### config.mk
export PLATFORM = sky130hd
export DESIGN_NAME = hdmi_timing_gen
export DESIGN_NICKNAME = d
export VERILOG_FILES = /design/src/rtl/hdmi_timing_pkg.sv /design/src/rtl/hdmi_timing_axis.sv /design/src/rtl/hdmi_timing_gen.sv
export SDC_FILE = /design/constraint.sdc
export NUM_CORES = 1
export LEC_CHECK = 0
export ABC_AREA = 1
export CAP_MARGIN = 40
export CORE_MARGIN = 2
export CORE_UTILIZATION = 35
export CTS_CLUSTER_SIZE = 10
export DETAILED_ROUTE_END_ITERATION = 16
export PLACE_DENSITY = 0.53
export SYNTH_ARGS = -nofsm -noshare
export SYNTH_HDL_FRONTEND = slang
export SYNTH_SLANG_ARGS = --single-unit
### constraint.sdc
create_clock -name clk -period 3.75 [get_ports clk]
set_input_delay 0.75 -clock clk [delete_from_list [all_inputs] [get_ports clk]]
set_output_delay 0.75 -clock clk [all_outputs]
set_load 0.1 [all_outputs]
### src/rtl/hdmi_timing_pkg.sv
// Shared types and presets for the HDMI video timing generator.
package hdmi_timing_pkg;

  localparam int unsigned TIMING_W = 12;

  typedef struct packed {
    logic [TIMING_W-1:0] active;
    logic [TIMING_W-1:0] fp;
    logic [TIMING_W-1:0] sync;
    logic [TIMING_W-1:0] bp;
  } timing_t;

  typedef enum logic [1:0] {
    MODE_480P  = 2'd0,
    MODE_720P  = 2'd1,
    MODE_1080P = 2'd2
  } mode_e;

  typedef enum logic {
    POL_LOW  = 1'b0,
    POL_HIGH = 1'b1
  } pol_e;

  function automatic timing_t h_preset(input mode_e mode);
    case (mode)
      MODE_480P:  h_preset = '{active: 12'd640,  fp: 12'd16,  sync: 12'd96, bp: 12'd48};
      MODE_1080P: h_preset = '{active: 12'd1920, fp: 12'd88,  sync: 12'd44, bp: 12'd148};
      default:    h_preset = '{active: 12'd1280, fp: 12'd110, sync: 12'd40, bp: 12'd220};
    endcase
  endfunction

  function automatic timing_t v_preset(input mode_e mode);
    case (mode)
      MODE_480P:  v_preset = '{active: 12'd480,  fp: 12'd10, sync: 12'd2, bp: 12'd33};
      MODE_1080P: v_preset = '{active: 12'd1080, fp: 12'd4,  sync: 12'd5, bp: 12'd36};
      default:    v_preset = '{active: 12'd720,  fp: 12'd5,  sync: 12'd5, bp: 12'd20};
    endcase
  endfunction

endpackage

### src/rtl/hdmi_timing_axis.sv
// One timing axis: wrapping position counter plus active and sync window decodes.
module hdmi_timing_axis #(
  parameter int unsigned W    = 12,
  parameter int unsigned INIT = 0
) (
  input  logic         clk,
  input  logic         rst,
  input  logic         step,
  input  logic         load,
  input  logic [W-1:0] active,
  input  logic [W-1:0] fp,
  input  logic [W-1:0] sync,
  input  logic [W-1:0] total,
  output logic [W-1:0] cnt,
  output logic         wrap_c,
  output logic         active_c,
  output logic         sync_c
);

  localparam logic [W-1:0] INIT_W = W'(INIT);

  logic [W-1:0] sync_lo;
  logic [W-1:0] sync_hi;

  assign sync_lo  = active + fp;
  assign sync_hi  = sync_lo + sync;
  assign wrap_c   = (cnt == total - W'(1));
  assign active_c = (cnt < active);
  assign sync_c   = (cnt >= sync_lo) && (cnt < sync_hi);

  // Load re-seeds the counter when new timing takes effect.
  always_ff @(posedge clk) begin
    if (rst || load) begin
      cnt <= INIT_W;
    end else if (step) begin
      cnt <= wrap_c ? '0 : cnt + W'(1);
    end
  end

endmodule

### src/rtl/hdmi_timing_gen.sv
// Runtime-reprogrammable video timing generator with frame-boundary config apply.
// Optional pix_req prefetch output when HDMI_TIMING_PREFETCH_EN is defined.
module hdmi_timing_gen
  import hdmi_timing_pkg::*;
#(
  parameter int unsigned H_WIDTH = 12,
  parameter int unsigned V_WIDTH = 12,
  parameter int unsigned DEF_HA  = 32'(h_preset(MODE_720P).active),
  parameter int unsigned DEF_HFP = 32'(h_preset(MODE_720P).fp),
  parameter int unsigned DEF_HS  = 32'(h_preset(MODE_720P).sync),
  parameter int unsigned DEF_HBP = 32'(h_preset(MODE_720P).bp),
  parameter int unsigned DEF_VA  = 32'(v_preset(MODE_720P).active),
  parameter int unsigned DEF_VFP = 32'(v_preset(MODE_720P).fp),
  parameter int unsigned DEF_VS  = 32'(v_preset(MODE_720P).sync),
  parameter int unsigned DEF_VBP = 32'(v_preset(MODE_720P).bp),
  parameter logic        HS_POL  = POL_HIGH,
  parameter logic        VS_POL  = POL_HIGH
`ifdef HDMI_TIMING_PREFETCH_EN
  ,parameter int unsigned PREFETCH = 2
`endif
) (
  input  logic               clk,
  input  logic               rst,
  input  logic               en,
  input  logic [H_WIDTH-1:0] cfg_h_active,
  input  logic [H_WIDTH-1:0] cfg_h_fp,
  input  logic [H_WIDTH-1:0] cfg_h_sync,
  input  logic [H_WIDTH-1:0] cfg_h_bp,
  input  logic [V_WIDTH-1:0] cfg_v_active,
  input  logic [V_WIDTH-1:0] cfg_v_fp,
  input  logic [V_WIDTH-1:0] cfg_v_sync,
  input  logic [V_WIDTH-1:0] cfg_v_bp,
  input  logic               cfg_load,
  output logic               cfg_busy,
  output logic               hsync,
  output logic               vsync,
  output logic               de,
  output logic [H_WIDTH-1:0] x,
  output logic [V_WIDTH-1:0] y,
  output logic               line_start,
  output logic               frame_start
`ifdef HDMI_TIMING_PREFETCH_EN
  ,output logic              pix_req
`endif
);

  localparam logic [H_WIDTH-1:0] DEF_HA_W  = H_WIDTH'(DEF_HA);
  localparam logic [H_WIDTH-1:0] DEF_HFP_W = H_WIDTH'(DEF_HFP);
  localparam logic [H_WIDTH-1:0] DEF_HS_W  = H_WIDTH'(DEF_HS);
  localparam logic [H_WIDTH-1:0] DEF_HT_W  = H_WIDTH'(DEF_HA + DEF_HFP + DEF_HS + DEF_HBP);
  localparam logic [V_WIDTH-1:0] DEF_VA_W  = V_WIDTH'(DEF_VA);
  localparam logic [V_WIDTH-1:0] DEF_VFP_W = V_WIDTH'(DEF_VFP);
  localparam logic [V_WIDTH-1:0] DEF_VS_W  = V_WIDTH'(DEF_VS);
  localparam logic [V_WIDTH-1:0] DEF_VT_W  = V_WIDTH'(DEF_VA + DEF_VFP + DEF_VS + DEF_VBP);

  logic [H_WIDTH-1:0] h_active, h_fp, h_sync, h_total;
  logic [V_WIDTH-1:0] v_active, v_fp, v_sync, v_total;
  logic [H_WIDTH-1:0] pend_h_active, pend_h_fp, pend_h_sync, pend_h_bp;
  logic [V_WIDTH-1:0] pend_v_active, pend_v_fp, pend_v_sync, pend_v_bp;

  logic [H_WIDTH-1:0] h_cnt;
  logic [V_WIDTH-1:0] v_cnt;
  logic h_wrap_c, h_active_c, h_sync_c;
  logic v_wrap_c, v_active_c, v_sync_c;
  logic apply_c;

  assign apply_c = en && h_wrap_c && v_wrap_c && cfg_busy;

  hdmi_timing_axis #(.W(H_WIDTH), .INIT(0)) u_h_axis (
    .clk(clk), .rst(rst), .step(en), .load(1'b0),
    .active(h_active), .fp(h_fp), .sync(h_sync), .total(h_total),
    .cnt(h_cnt), .wrap_c(h_wrap_c), .active_c(h_active_c), .sync_c(h_sync_c)
  );

  hdmi_timing_axis #(.W(V_WIDTH), .INIT(0)) u_v_axis (
    .clk(clk), .rst(rst), .step(en && h_wrap_c), .load(1'b0),
    .active(v_active), .fp(v_fp), .sync(v_sync), .total(v_total),
    .cnt(v_cnt), .wrap_c(v_wrap_c), .active_c(v_active_c), .sync_c(v_sync_c)
  );

  // Pending set is promoted on the last pixel of a frame; a load in that cycle stays pending.
  always_ff @(posedge clk) begin
    if (rst) begin
      h_active      <= DEF_HA_W;
      h_fp          <= DEF_HFP_W;
      h_sync        <= DEF_HS_W;
      h_total       <= DEF_HT_W;
      v_active      <= DEF_VA_W;
      v_fp          <= DEF_VFP_W;
      v_sync        <= DEF_VS_W;
      v_total       <= DEF_VT_W;
      pend_h_active <= '0;
      pend_h_fp     <= '0;
      pend_h_sync   <= '0;
      pend_h_bp     <= '0;
      pend_v_active <= '0;
      pend_v_fp     <= '0;
      pend_v_sync   <= '0;
      pend_v_bp     <= '0;
      cfg_busy      <= 1'b0;
    end else begin
      if (apply_c) begin
        h_active <= pend_h_active;
        h_fp     <= pend_h_fp;
        h_sync   <= pend_h_sync;
        h_total  <= pend_h_active + pend_h_fp + pend_h_sync + pend_h_bp;
        v_active <= pend_v_active;
        v_fp     <= pend_v_fp;
        v_sync   <= pend_v_sync;
        v_total  <= pend_v_active + pend_v_fp + pend_v_sync + pend_v_bp;
      end
      if (cfg_load) begin
        pend_h_active <= cfg_h_active;
        pend_h_fp     <= cfg_h_fp;
        pend_h_sync   <= cfg_h_sync;
        pend_h_bp     <= cfg_h_bp;
        pend_v_active <= cfg_v_active;
        pend_v_fp     <= cfg_v_fp;
        pend_v_sync   <= cfg_v_sync;
        pend_v_bp     <= cfg_v_bp;
      end
      cfg_busy <= cfg_load || (cfg_busy && !apply_c);
    end
  end

  // Registered decode of the current position; syncs and coordinates hold while frozen.
  always_ff @(posedge clk) begin
    if (rst) begin
      de          <= 1'b0;
      hsync       <= ~HS_POL;
      vsync       <= ~VS_POL;
      x           <= '0;
      y           <= '0;
      line_start  <= 1'b0;
      frame_start <= 1'b0;
    end else begin
      de          <= en && h_active_c && v_active_c;
      line_start  <= en && (h_cnt == '0) && v_active_c;
      frame_start <= en && (h_cnt == '0) && (v_cnt == '0);
      if (en) begin
        hsync <= h_sync_c ? HS_POL : ~HS_POL;
        vsync <= v_sync_c ? VS_POL : ~VS_POL;
        x     <= h_cnt;
        y     <= v_cnt;
      end
    end
  end

`ifdef HDMI_TIMING_PREFETCH_EN
  logic [H_WIDTH-1:0] unused_lead_h_cnt;
  logic [V_WIDTH-1:0] unused_lead_v_cnt;
  logic lead_h_wrap_c, lead_h_active_c, lead_v_active_c;
  logic unused_lead_h_sync, unused_lead_v_wrap, unused_lead_v_sync;

  // Lead position is re-seeded PREFETCH pixels into the new frame whenever timing is applied.
  hdmi_timing_axis #(.W(H_WIDTH), .INIT(PREFETCH)) u_lead_h_axis (
    .clk(clk), .rst(rst), .step(en), .load(apply_c),
    .active(h_active), .fp(h_fp), .sync(h_sync), .total(h_total),
    .cnt(unused_lead_h_cnt), .wrap_c(lead_h_wrap_c), .active_c(lead_h_active_c),
    .sync_c(unused_lead_h_sync)
  );

  hdmi_timing_axis #(.W(V_WIDTH), .INIT(0)) u_lead_v_axis (
    .clk(clk), .rst(rst), .step(en && lead_h_wrap_c), .load(apply_c),
    .active(v_active), .fp(v_fp), .sync(v_sync), .total(v_total),
    .cnt(unused_lead_v_cnt), .wrap_c(unused_lead_v_wrap), .active_c(lead_v_active_c),
    .sync_c(unused_lead_v_sync)
  );

  always_ff @(posedge clk) begin
    if (rst) begin
      pix_req <= 1'b0;
    end else begin
      pix_req <= en && lead_h_active_c && lead_v_active_c;
    end
  end
`endif

endmodule

==> impl_metrics.csv <==
group,metric,value,unit
outcome,outcome,"complete, no violations",
synthesis,yosysWarnings,0,
synthesis,syn_nets,2604,
floorplanning,io_pins,130,
sta,finClkSkew,0.0137,ns
sta,setup_viol,0,
place,dp_hpwl,37700,um
route,via_per_inst,4.90,
synthesis,synthFlopType,"dfxtp_1",
layout,fillers,4774,
critical_path,cp_slowest_cell,"fa_2",
cts,cts_max_level,1,
layout,num_antenna_cells,0,
sta,timing.final.max_slew_violations,0,
layout,layout.nets,2747,
sta,finalSetupTns,0,ns
global_routing,grt.overflow.total,0,
route,drc,0,
route,wl_per_cell,16.3,um
place,preCtsSetupSlack,-0.103,ns
cts,hold_buffers,0,
layout,final_core_util,43.8,%
global_routing,grt_max_degree,84,
cts,cts_buffers,31,
synthesis,yosysTopAreaCell,"dfxtp_1",
critical_path,crit_buf_inv,2,
layout,drive_gt1_share,9.19,%
floorplanning,coreArea,46300,sq um
floorplanning,fp-row-count,79,
layout,fin_cells,3076,
critical_path,crit_path_start_kind,"register",
floorplanning,start_util,35.2,%
critical_path,worstSetupPathType,"reg -> reg",
critical_path,cp.required,4.20,ns
power,p_leak,0.00921,uW
cts,clock_path_buffers,3,
power,power.total,6920,uW
critical_path,max_stage_delay,0.39,ns
sta,finalCriticalPeriod,3.61,ns
hold_path,hp-class,"reg -> reg",
sta,rsz0062_at_grt,"yes",
synthesis,ys_seq_elements,246,
synthesis,synth_edf_count,0,
route,detail_route.iter0.violations,1067,
critical_path,rrSetupSlack,0.14,ns
sta,hold_violations,0,
synthesis,synth_top_area_share,30.2,%
critical_path,cp_top_family,"adder cells",
global_routing,antenna_found_initial,0,
run,drv_cap,0,
critical_path,cp_max_fo,4,
global_routing,grt_pass1_wl,79000,um
critical_path,worstPathCellList,"ha_4 > fa_2 > a21o_1 > nand2_1 > a21oi_2 > xor2_1 > inv_2 > ha_4 > a21o_1 > nand3_1 > nand3_1 > a31oi_1 > inv_1 > nand3_2 > nand2_2 > ha_4 > nand4_1 > nor3_2 > a21oi_1 > nand3_1 > a21oi_2",
sta,worst_pin_slew,0.796,ns
route,first_pass_iters,5,
route,wirelength,50100,um
critical_path,crit_path_end_kind,"register",
critical_path,critPathArrivalTime,4.06,ns
place,io_buffers,129,
synthesis,synth_common_cells,"447 x nand2_1, 339 x inv_1, 249 x nor2_1",
synthesis,synth_cell_types,40,
route,vias,15100,
cts,root_buffer,"clkbuf_16",
cts,numClockSinks,246,
power,vdd_drop_max,0.000354,V
route,ant_nets,0,
floorplanning,die_w,220,um
synthesis,ys_seq_area_share,30.2,%
place,gp_congestion,0.880,
sta,worst_slew_margin_rel,46.8,%
cts,cts_tree,"done",
synthesis,synth_area,16300,sq um
floorplanning,chipHeight,220,um
cts,clock_latency,0.57,ns
sta,max_freq,0.277,GHz
power,powerDensity,341,nW/um^2
synthesis,async_reset_ff_share,0,%
sta,finalWorstSetupSlack,0.139,ns
floorplanning,die-area,48300,sq um
sta,finalCritPeriodShare,96.3,%
cts,clk_pin_slew,0.06,ns
place,dp_cells,3017,
synthesis,avgSynthCellArea,7.04,sq um
layout,syn_to_final_growth,24.5,%
global_routing,grt_pass1_vias,14400,
synthesis,yosysMostFrequentCell,"nand2_1",
synthesis,synth_area_leaders,"dfxtp_1 30%, ha_1 11%, nand2_1 10%",
synthesis,syn-instance-count,2312,
global_routing,track_usage,20.7,%
[timing repair]
action / 4_1_cts / 5_1_grt
setup buffers: 2 / 10
pin swaps: 7 / 43
gates cloned: 0 / 0
gates resized for setup: 17 / 92
setup endpoints to repair: 2 / 2
[per-stage QoR]
stage	hold WS [ns]	area (sq um)
after detailed placement	0.461	18700
after floorplan	0.446	16300
after global routing	0.496	20300
after CTS	0.471	19700
final	0.468	20300
after global placement	0.455	18300
[where the power goes]
part,switching [uW],internal (uW)
sequential,95.4,2710
clock,1140,1640
combinational,815,524
[kinds of logic after synthesis]
group / Yosys count / share of synthesized area [%]
compound gates: 363 / 11.8
simple gates: 981 / 25.7
xor+xnor: 90 / 4.84
fa+ha+maj: 192 / 17.0
buf+inv: 440 / 10.5
flops: 246 / 30.2
[cell usage in the layout, fill, tap and decap left out, types with 14 or more instances in the layout]
master,synthesis,final
dfxtp_1,246,233
nand4_1,76,76
xor2_1,62,53
xnor2_1,28,27
ha_1,144,124
o21ai_0,146,136
inv_1,339,333
a21oi_2,0,14
nor3_1,35,31
buf_4,3,44
a21oi_1,174,159
clkdlybuf4s50_1,0,127
buf_8,0,26
nand3_1,151,146
clkbuf_16,0,31
nand2_1,447,440
nor2_1,249,244
ha_4,0,18
fa_1,48,46
[cell type report]
cell class / instances / area [sq um] / share of cell area (%)
Sequential cell: 246 / 4940 / 24.4
Clock buffer: 43 / 861 / 4.25
Multi-Input combinational cell: 1626 / 10200 / 50.2
Inverter: 344 / 1300 / 6.41
Clock inverter: 4 / 51.3 / 0.253
Timing Repair Buffer: 206 / 2180 / 10.8
Tap cell: 607 / 759 / 3.75
[metal layers]
| metal | up-vias | wire, um | track usage, % |
|---|---|---|---|
| met4 | 0 | 810 | 4.30 |
| met1 | 6941 | 25600 | 31.4 |
| met2 | 351 | 21400 | 31.4 |
| met5 | - | 0 | 0 |
| li1 | 7744 | - | - |
| met3 | 49 | 2340 | 2.28 |
[worst register-to-register path, cell delays in order, from the launching register on]
cell	delay (ns)
dfxtp_2	0.33
ha_4	0.17
fa_2	0.39
a21o_1	0.23
nand2_1	0.08
a21oi_2	0.05
xor2_1	0.25
inv_2	0.11
ha_4	0.25
a21o_1	0.18
nand3_1	0.08
nand3_1	0.08
a31oi_1	0.20
inv_1	0.09
nand3_2	0.09
nand2_2	0.07
ha_4	0.28
nand4_1	0.14
nor3_2	0.20
a21oi_1	0.08
nand3_1	0.09
a21oi_2	0.06
[final timing paths]
kind           end  depth (start not counted)   startpoint
max          vsync                         21  v_active[0]
max reg2reg  vsync                         21  v_active[0]
min reg2reg   x[0]                          2         x[0]
min           x[0]                          2         x[0]
No activity file was read; power rests on OpenSTA's default activity.
